$ cat src/rtl/alu_seq_pkg.sv
// Shared types and constants for the ALU operation sequencer.
package alu_seq_pkg;

    // Operand-collection and issue phases of one ALU transaction.
    typedef enum logic [2:0] {
        ST_LD_OP = 3'd0,
        ST_LD_A  = 3'd1,
        ST_LD_B  = 3'd2,
        ST_ISSUE = 3'd3,
        ST_WAIT  = 3'd4
    } state_e;

    localparam int OP_W = 4;

    // Bit positions on the bidirectional uio bus.
    localparam int UIO_STB     = 0;
    localparam int UIO_ABT     = 1;
    localparam int UIO_BUSY    = 2;
    localparam int UIO_ERR     = 3;
    localparam int UIO_FLG_LSB = 4;

    // Bits [7:2] are driven outputs, [1:0] are the strobe/abort inputs.
    localparam logic [7:0] UIO_OE = 8'hFC;

endpackage

$ cat src/rtl/alu_op_sequencer_sync_edge.sv
// Multi-stage pin synchronizer with a registered-level output and a
// one-cycle pulse on each rising edge of the synchronized level.
module sync_edge #(
    parameter int SYNC_STAGES = 2
) (
    input  logic clk,
    input  logic rst_n,
    input  logic d_i,
    output logic level_o,
    output logic rise_o
);

    logic [SYNC_STAGES-1:0] sync_q;
    logic                   prev_q;

    // Shift the pin through the synchronizer and remember the last level.
    always_ff @(posedge clk or negedge rst_n) begin
        if (!rst_n) begin
            sync_q <= '0;
            prev_q <= 1'b0;
        end else begin
            // NOTE: non-blocking assignments make every stage sample the
            // pre-edge value of its neighbour; blocking would collapse the chain.
            sync_q <= {sync_q[SYNC_STAGES-2:0], d_i};
            prev_q <= sync_q[SYNC_STAGES-1];
        end
    end

    assign level_o = sync_q[SYNC_STAGES-1];
    assign rise_o  = level_o & ~prev_q;

endmodule

$ cat src/rtl/alu_op_sequencer.sv
// Collects opcode and two operands over the Tiny Tapeout pins, issues one
// ALU operation, waits for completion with a timeout and registers the
// result and flags onto the output pins.
module alu_op_sequencer
    import alu_seq_pkg::*;
#(
    parameter int TIMEOUT     = 16,
    parameter int SYNC_STAGES = 2
) (
    input  logic            clk,
    input  logic            rst_n,
    input  logic            ena,
    input  logic [7:0]      ui_in,
    input  logic [7:0]      uio_in,
    output logic [7:0]      uo_out,
    output logic [7:0]      uio_out,
    output logic [7:0]      uio_oe,
    output logic [OP_W-1:0] alu_op,
    output logic [7:0]      alu_a,
    output logic [7:0]      alu_b,
    output logic            alu_start,
    input  logic [7:0]      alu_result,
    input  logic [3:0]      alu_flags,
    input  logic            alu_done
);

    localparam int                CNT_W    = (TIMEOUT > 2) ? $clog2(TIMEOUT) : 1;
    localparam logic [CNT_W-1:0]  CNT_LAST = CNT_W'(TIMEOUT - 1);

    state_e            state_q;
    logic [OP_W-1:0]   op_q;
    logic [7:0]        a_q;
    logic [7:0]        b_q;
    logic [7:0]        result_q;
    logic [3:0]        flags_q;
    logic              err_q;
    logic              busy_q;
    logic              start_q;
    logic [CNT_W-1:0]  cnt_q;

    logic stb_rise;
    logic abort;
    logic ld;
    logic unused_uio;

    sync_edge #(.SYNC_STAGES(SYNC_STAGES)) u_sync_stb (
        .clk     (clk),
        .rst_n   (rst_n),
        .d_i     (uio_in[UIO_STB]),
        .level_o (),
        .rise_o  (stb_rise)
    );

    sync_edge #(.SYNC_STAGES(SYNC_STAGES)) u_sync_abt (
        .clk     (clk),
        .rst_n   (rst_n),
        .d_i     (uio_in[UIO_ABT]),
        .level_o (abort),
        .rise_o  ()
    );

    // Strobe edges seen while disabled are discarded, not deferred.
    assign ld         = stb_rise & ena;
    assign unused_uio = ^uio_in[7:2];

    // Transaction FSM with registered start/busy and result capture.
    always_ff @(posedge clk or negedge rst_n) begin
        if (!rst_n) begin
            state_q  <= ST_LD_OP;
            op_q     <= '0;
            a_q      <= '0;
            b_q      <= '0;
            result_q <= '0;
            flags_q  <= '0;
            err_q    <= 1'b0;
            busy_q   <= 1'b0;
            start_q  <= 1'b0;
            cnt_q    <= '0;
        end else begin
            // Start is a single-cycle pulse even if ena drops during ISSUE.
            start_q <= 1'b0;
            if (ena) begin
                if (abort) begin
                    state_q <= ST_LD_OP;
                    busy_q  <= 1'b0;
                end else begin
                    case (state_q)
                        ST_LD_OP: if (ld) begin
                            op_q    <= ui_in[OP_W-1:0];
                            state_q <= ST_LD_A;
                        end
                        ST_LD_A: if (ld) begin
                            a_q     <= ui_in;
                            state_q <= ST_LD_B;
                        end
                        ST_LD_B: if (ld) begin
                            b_q     <= ui_in;
                            start_q <= 1'b1;
                            busy_q  <= 1'b1;
                            state_q <= ST_ISSUE;
                        end
                        ST_ISSUE: begin
                            cnt_q   <= '0;
                            state_q <= ST_WAIT;
                        end
                        ST_WAIT: begin
                            cnt_q <= cnt_q + CNT_W'(1);
                            if (alu_done) begin
                                result_q <= alu_result;
                                flags_q  <= alu_flags;
                                err_q    <= 1'b0;
                                busy_q   <= 1'b0;
                                state_q  <= ST_LD_OP;
                            end else if (cnt_q == CNT_LAST) begin
                                err_q   <= 1'b1;
                                busy_q  <= 1'b0;
                                state_q <= ST_LD_OP;
                            end
                        end
                        default: begin
                            busy_q  <= 1'b0;
                            state_q <= ST_LD_OP;
                        end
                    endcase
                end
            end
        end
    end

    // Pack the status registers onto the uio output bits.
    always_comb begin
        // NOTE: default every bit first so no path through this block
        // leaves uio_out unassigned and infers a latch.
        uio_out                    = '0;
        uio_out[UIO_FLG_LSB +: 4]  = flags_q;
        uio_out[UIO_ERR]           = err_q;
        uio_out[UIO_BUSY]          = busy_q;
    end

    assign uo_out    = result_q;
    assign uio_oe    = UIO_OE;
    assign alu_op    = op_q;
    assign alu_a     = a_q;
    assign alu_b     = b_q;
    assign alu_start = start_q;

endmodule
$ cat config.mk
export PLATFORM = sky130hd
export DESIGN_NAME = alu_op_sequencer
export DESIGN_NICKNAME = d
export VERILOG_FILES = /design/src/rtl/alu_seq_pkg.sv /design/src/rtl/alu_op_sequencer_sync_edge.sv /design/src/rtl/alu_op_sequencer.sv
export SDC_FILE = /design/constraint.sdc
export NUM_CORES = 1
export LEC_CHECK = 0
export ABC_AREA = 0
export CAP_MARGIN = 20
export CELL_PAD_IN_SITES_DETAIL_PLACEMENT = 0
export CELL_PAD_IN_SITES_GLOBAL_PLACEMENT = 1
export CORE_MARGIN = 1.5
export CORE_UTILIZATION = 37
export CTS_CLUSTER_DIAMETER = 30
export DETAILED_ROUTE_END_ITERATION = 12
export GPL_TIMING_DRIVEN = 1
export PLACE_DENSITY_LB_ADDON = 0.12
export SLEW_MARGIN = 40
export SYNTH_ARGS = -nofsm -noshare
export SYNTH_HDL_FRONTEND = slang
export SYNTH_SLANG_ARGS = --single-unit
$ cat constraint.sdc
create_clock -name clk -period 5.5 [get_ports clk]
set_clock_uncertainty 0.05 [all_clocks]
set_input_delay 0.825 -clock clk [delete_from_list [all_inputs] [get_ports clk]]
set_output_delay 0.825 -clock clk [all_outputs]
set_load 0.03 [all_outputs]
==> metrics.md, run 1 <==
| Metric | Value |
|---|---|
| Outcome | complete, no violations |
| Post-CTS sizing | 0 |
| Max-slew violations | 0 |
| Sequential area share after synthesis | 58.42% |
| Metal2 WL | 2081 um |
| Yosys warns | 0 |
| Initial Utilization | 38.92% |
| Switching share of power | 32.49% |
| # DRC | 0 |
| Crit path max fanout | 9 |
| Mapped Area | 2013 um^2 |
| GRT overflow | 0 |
| Critical path data arrival time | 2.84 ns |
| Setup violators final | 0 |
| R2R Setup Slk | 3.38 ns |
| CP endpoint kind | register |
| First-pass DRT Iterations | 3 |
| Power Density | 329.1 nW/um^2 |
| Clk pwr share | 23.0% |
| Worst IR Drop VDD | 0.1755 mV |
| Num rows | 26 |
| Antenna diodes | 0 |
| Input/output buffers | 60 |
| Cells on worst reg2reg path | 3 |
| Number of hold buffers added after cts | 0 |
| Relative slew slack | 53.85% |
| Final ANT Viol Nets | 0 |
| DR vias | 1312 |
| Yosys cell types | 32 |
| Startpoint Class | input pin |
| Max-cap violations | 0 |
| Fillcell total | 450 |
| CP required | 5.63 ns |
| Drt total wl | 4084 um |
| CTS tree | yes |
| Fin area | 2708 um^2 |
| Share of cells above drive strength 1 | 23.04% |
| Worst slew pin tran | 0.6870 ns |
| # IOs | 77 |
| Synth Instances | 144 |
| CTS Buf Count | 5 |
| Crit path time final | 2.713 ns |
| Clock buffer depth | 2 |
| CTS clk-pin slew, worst paths | 0.09 ns |
| Post-DP HPWL | 2990 um |
| Initial antenna violation count | 0 |
| Wl on met1 | 1720 um |
| Core area | 5172 um^2 |
| Critical Path Start | ena |
| Syn avg cell area | 13.98 um^2 |
| Total track usage | 14.29% |
| Cell depth of the worst hold path | 0 |
| Htree depth | 2 |
| Unrepaired setup endpoints after global routing | false |
| CP endpoint | alu_b[1] |
| Vias in the first global route | 1358 |
| Clock latency on the worst-skew pair | 0.29 ns |
| Met3 wire length | 222 um |
| Area occupied by multi-input gates | 738.2 um^2 |
| Routability Congestion | 0.7272 |
| CTS Root Cell | clkbuf_8 |
| WL per Instance | 14.91 um |
| Combinational power share | 29.6% |
| Final Util | 52.35% |
| Setup_tns | 0 ns |
| Die W | 76.77 um |
| Register bit count reported by yosys | 47 |
| Worst hold-check path type | register to register |
| Wire length of the first global-routing pass | 6582 um |
| Final Hold Fails | 0 |
| Top Layer Used | met4 |
| Part of the power in registers | 47.4% |
| Post-DP Area | 2613 um^2 |
| Maximum clock frequency | 368.6 MHz |
| Static leakage | 1.165 nW |
| Die Area | 5893 um^2 |
| Fin nets | 236 |
| Synthesis-to-layout area growth | 34.49% |
| Pin count of the biggest net entering global routing | 48 |
| Via density | 4.788 |
| Sequential Area | 1176 um^2 |
| Pint | 0.0006015 W |
| NetSw | 0.0002895 W |
| R2R Path Start | u_sync_abt.sync_q[1] |
| Die H | 76.77 um |
| Kind of critical path | input pin to register |
| Final period util | 49.33% |
| Clk sinks | 47 |
| DRT iter0 DRCs | 63 |
| Crit Reg-Reg Endpoint | alu_b[1] |
| Setup Fix Bufs, Post-CTS | 0 |
-- how the worst min path moves through the flow --
stage / from / slack, ns / endpoint
final: u_sync_stb.sync_q[0] / 0.31 / u_sync_stb.sync_q[1]
after CTS: u_sync_stb.sync_q[0] / 0.31 / u_sync_stb.sync_q[1]
after detailed placement: u_sync_stb.sync_q[0] / 0.29 / u_sync_stb.sync_q[1]
after global placement: u_sync_stb.sync_q[0] / 0.28 / u_sync_stb.sync_q[1]
after global routing: u_sync_stb.sync_q[0] / 0.33 / u_sync_stb.sync_q[1]
after floorplan: u_sync_abt.sync_q[0] / 0.28 / u_sync_abt.sync_q[1]
-- state kept, by name, summed over array words and instances (netlist names) --
name	count
alu_a	8
alu_op	4
alu_start	1
u_sync_stb.sync_q	2
state_q	3
flags_q	4
u_sync_abt.sync_q	2
uo_out	8
err_q	1
busy_q	1
cnt_q	4
alu_b	8
u_sync_stb.prev_q	1
-- power groups by stage --
stage | clock [W] | combinational [W] | sequential, W
2_1_floorplan | 0 | 0.0000675 | 0.000507
3_3_place_gp | 0 | 0.000261 | 0.000425
3_5_place_dp | 0 | 0.000266 | 0.000429
4_1_cts | 0.000212 | 0.000267 | 0.000423
5_1_grt | 0.000231 | 0.000277 | 0.000428
6_report | 0.000205 | 0.000264 | 0.000422
-- worst max-delay path, cell delays in order --
cell and delay [ns]:
clkdlybuf4s50_1 0.57, nand2b_1 0.31, nor4_4 0.72, mux2_2 0.41
-- placed cells by master (no fill, tap or decap), types with 2 or more instances in the layout --
master           count
clkdlybuf4s50_1     59
dfrtp_1             47
mux2_2              31
conb_1              10
nor2_1               5
inv_1                5
clkbuf_8             5
nand2b_1             4
a21oi_1              4
nand2_1              3
nor4_4               2
o32ai_1              2
o221ai_1             2
and4_1               2
nor3_1               2
clkinvlp_4           2
-- logic make-up (layout without fill, tap and decap cells) --
logic type / Yosys count / in the layout / synth area share (%)
AND/OR/NAND/NOR: 27 / 27 / 10.75
adder cells (fa/ha/maj): 1 / 1 / 0.6214
AO/OA/AOI/OAI: 14 / 14 / 5.222
flip-flops: 47 / 47 / 58.42
buffers and inverters: 21 / 73 / 6.712
other: 2 / 10 / 0.3730
multiplexers: 32 / 32 / 17.90
-- layer usage --
metal  up-vias  track usage [%]
met2        35            24.07
met4         0            5.000
met3         6            4.881
li1        614                -
met1       657            16.92
met5         -                0
-- cells in the mapped netlist (all sizes together) --
master	count	area, um^2
nor4b	1	15.01
and4	2	17.52
nand2	3	11.26
a2bb2oi	1	8.760
a21oi	4	20.02
and3	1	6.260
nor2	5	18.77
nor3b	1	7.510
nand4bb	1	11.26
mux2	32	360.3
a21o	1	7.510
inv	5	18.77
conb	2	7.510
buf	15	112.6
nor4	2	42.54
nor4bb	1	10.01
dfrtp	47	1176
o21ba	1	10.01
nor3	3	26.28
a41oi	1	8.760
or3	1	6.260
a31oi	1	6.260
clkbuf	1	3.750
o32ai	2	17.52
or4	1	7.510
or3b	1	11.26
a311oi	1	8.760
nand2b	4	25.02
o221ai	2	17.52
ha	1	12.51
-- area by class of cell --
class	count	share of cell area, %
clock buffer	5	2.542
clock inverter	3	0.7394
inverter	5	0.6932
multi-input combinational	84	27.26
sequential	47	43.44
tap	70	3.235
timing repair buffer	60	22.09
-- per-stage QoR --
stage | setup slack (ns) | cells | total power, W | hold slack, ns
6_report | 2.787 | 274 | 0.0008910 | 0.3071
2_1_floorplan | 3.443 | 152 | 0.0005747 | 0.2812
3_3_place_gp | 2.497 | 266 | 0.0006861 | 0.2850
3_5_place_dp | 2.459 | 266 | 0.0006952 | 0.2893
5_1_grt | 2.704 | 274 | 0.0009362 | 0.3291
4_1_cts | 2.780 | 274 | 0.0009021 | 0.3112
No activity file was read; power rests on OpenSTA's default activity.
==> inputs of run 2 (changes only) <==
--- a/config.mk
+++ b/config.mk
@@ -10,7 +10,7 @@
 export CELL_PAD_IN_SITES_DETAIL_PLACEMENT = 0
 export CELL_PAD_IN_SITES_GLOBAL_PLACEMENT = 1
 export CORE_MARGIN = 1.5
-export CORE_UTILIZATION = 37
+export CORE_UTILIZATION = 31
 export CTS_CLUSTER_DIAMETER = 30
 export DETAILED_ROUTE_END_ITERATION = 12
 export GPL_TIMING_DRIVEN = 1
==> constraint.sdc (replaced) <==
create_clock -name clk -period 2.3 [get_ports clk]
set_clock_uncertainty 0.05 [all_clocks]
set_input_delay 0.345 -clock clk [delete_from_list [all_inputs] [get_ports clk]]
set_output_delay 0.345 -clock clk [all_outputs]
set_load 0.03 [all_outputs]
==> run 2 against run 1 <==
Combinational power increased by 140%; non-clock buffer count increased by 12; cell area increased by 3.8%; global-route usage decreased by 1.6 points; clock power increased to 2.5 times the previous value; sequential share of layout area decreased by 1.6 points; sequential power increased by 140%; critical path depth increased by 1; worst setup slack got worse by 2.3 ns; sequential cell count unchanged; largest cell class unchanged; largest power group unchanged.
==> metrics.md, run 2 (same netlist as run 1, synthesis figures left out) <==
| Metric | Value |
|---|---|
| Outcome | complete, no violations |
| Wire length of the first global-routing pass | 7113 um |
| Final ANT Viol Nets | 0 |
| Crit path cell chain | nand2b_1, buf_4, nor4_4, buf_4, mux2_2 |
| Critical path data arrival time | 1.91 ns |
| Pin count of the biggest net entering global routing | 24 |
| CP endpoint kind | register |
| Fin nets | 248 |
| Synthesis-to-layout area growth | 39.59% |
| Core area | 6314 um^2 |
| Share of cells above drive strength 1 | 26.39% |
| DR vias | 1365 |
| Post-DP HPWL | 3080 um |
| # DRC | 0 |
| WL per Instance | 13.92 um |
| # IOs | 77 |
| Drt total wl | 4078 um |
| Htree depth | 2 |
| DRT iter0 DRCs | 44 |
| Initial antenna violation count | 0 |
| Total track usage | 12.73% |
| Final period util | 77.52% |
| CTS clk-pin slew, worst paths | 0.09 ns |
| Num rows | 29 |
| Post-CTS sizing | 0 |
| GRT overflow | 0 |
| Vias in the first global route | 1491 |
| Most frequent cells in the layout | clkdlybuf4s50_1, dfrtp_1, mux2_2 |
| Clk sinks | 47 |
| Setup Fix Bufs, Post-CTS | 0 |
| Worst hold-check path type | register to register |
| Worst IR Drop VDD | 0.3303 mV |
| CP Buf/Inv Count | 2 |
| Clock buffer depth | 2 |
| CP required | 2.43 ns |
| Via density | 4.659 |
| Final Hold Fails | 0 |
| CP max-delay cell | dfrtp_1 |
| Crit path time final | 1.783 ns |
| Die Area | 6986 um^2 |
| Initial Utilization | 31.89% |
| Routability Congestion | 0.7551 |
| CTS Root Cell | clkbuf_8 |
| Commonest non-fill, non-tap cell in the layout | clkdlybuf4s50_1 |
| Startpoint Class | register |
| Kind of critical path | register to register |
| Max-cap violations | 0 |
| Die H | 83.59 um |
| Critical path's top delay family | flip-flops |
| Setup_tns | 0 ns |
| Clock latency on the worst-skew pair | 0.29 ns |
| Max-slew violations | 0 |
| First-pass DRT Iterations | 4 |
| Die W | 83.59 um |
| Antenna diodes | 0 |
| Crit path max fanout | 9 |
| Maximum clock frequency | 560.9 MHz |
| Setup violators final | 0 |
| Unrepaired setup endpoints after global routing | false |
| Static leakage | 1.233 nW |
| Power, Total | 0.002164 W |
| CTS tree | yes |
| Worst path max stage delay | 0.45 ns |
| CTS Buf Count | 5 |
| Critical path's most frequent cell | buf_4 |
| Input/output buffers | 60 |
| Power Density | 769.9 nW/um^2 |
## run 2: stage by stage
step / hold slack [ns] / utilization, % / instance area (um^2) / setup slack, ns / std cells
detailed placement: 0.1828 / 42.79 / 2701 / 0.2203 / 284
floorplan: -0.0005911 / - / 2043 / 0.5487 / 152
global placement: 0.1813 / 42.79 / 2701 / 0.2491 / 284
CTS: 0.3072 / 44.51 / 2810 / 0.4991 / 293
global route: 0.3168 / 44.51 / 2810 / 0.4266 / 293
finish: 0.3057 / 44.51 / 2810 / 0.5171 / 293
## run 2: metal layers
layer  GRT usage [%]  routed length, um  vias to the layer above  part of all wire, %
met5               0                  0                        -                    0
met4           4.024                 22                        0                 0.54
met3           5.341                309                        2                  7.6
met2           19.79               2005                       48                   49
met1           16.12               1741                      680                   43
li1                -                  -                      635                    -
## run 2: cell type report
| cell class | count | area [um^2] |
|---|---|---|
| Sequential cell | 47 | 1176 |
| Clock buffer | 6 | 82.58 |
| Clock inverter | 2 | 16.27 |
| Tap cell | 77 | 96.34 |
| Inverter | 5 | 18.77 |
| Fill cell | 601 | 3503 |
| Timing Repair Buffer | 72 | 688.2 |
| Multi-Input combinational cell | 84 | 732.0 |
## run 2: path summary, 6_finish.rpt
kind,from,to,slack (ns),cells past startpoint
setup / recovery,u_sync_abt.sync_q[1],alu_b[0],0.52,5
hold / removal,u_sync_abt.sync_q[0],u_sync_abt.sync_q[1],0.31,0
setup reg to reg,u_sync_abt.sync_q[1],alu_b[0],0.52,5
hold reg to reg,u_sync_abt.sync_q[0],u_sync_abt.sync_q[1],0.31,0
max in group asynchronous,rst_n,u_sync_abt.sync_q[1],1.24,3
min in group asynchronous,rst_n,cnt_q[0],0.40,2
## run 2: where the power goes
group          internal (W)  switching, W  total [W]
logic              0.000295      0.000341   0.000635
registers          0.000939     0.0000701    0.00101
clock network      0.000245      0.000274   0.000520
total               0.00148      0.000685    0.00216
## run 2: repair_timing
| action | 4_1_cts | 5_1_grt |
|---|---|---|
| endpoints found under the setup margin | 0 | 0 |
| endpoints found under the hold margin | 9 | 0 |
| hold buffers | 1 | 0 |
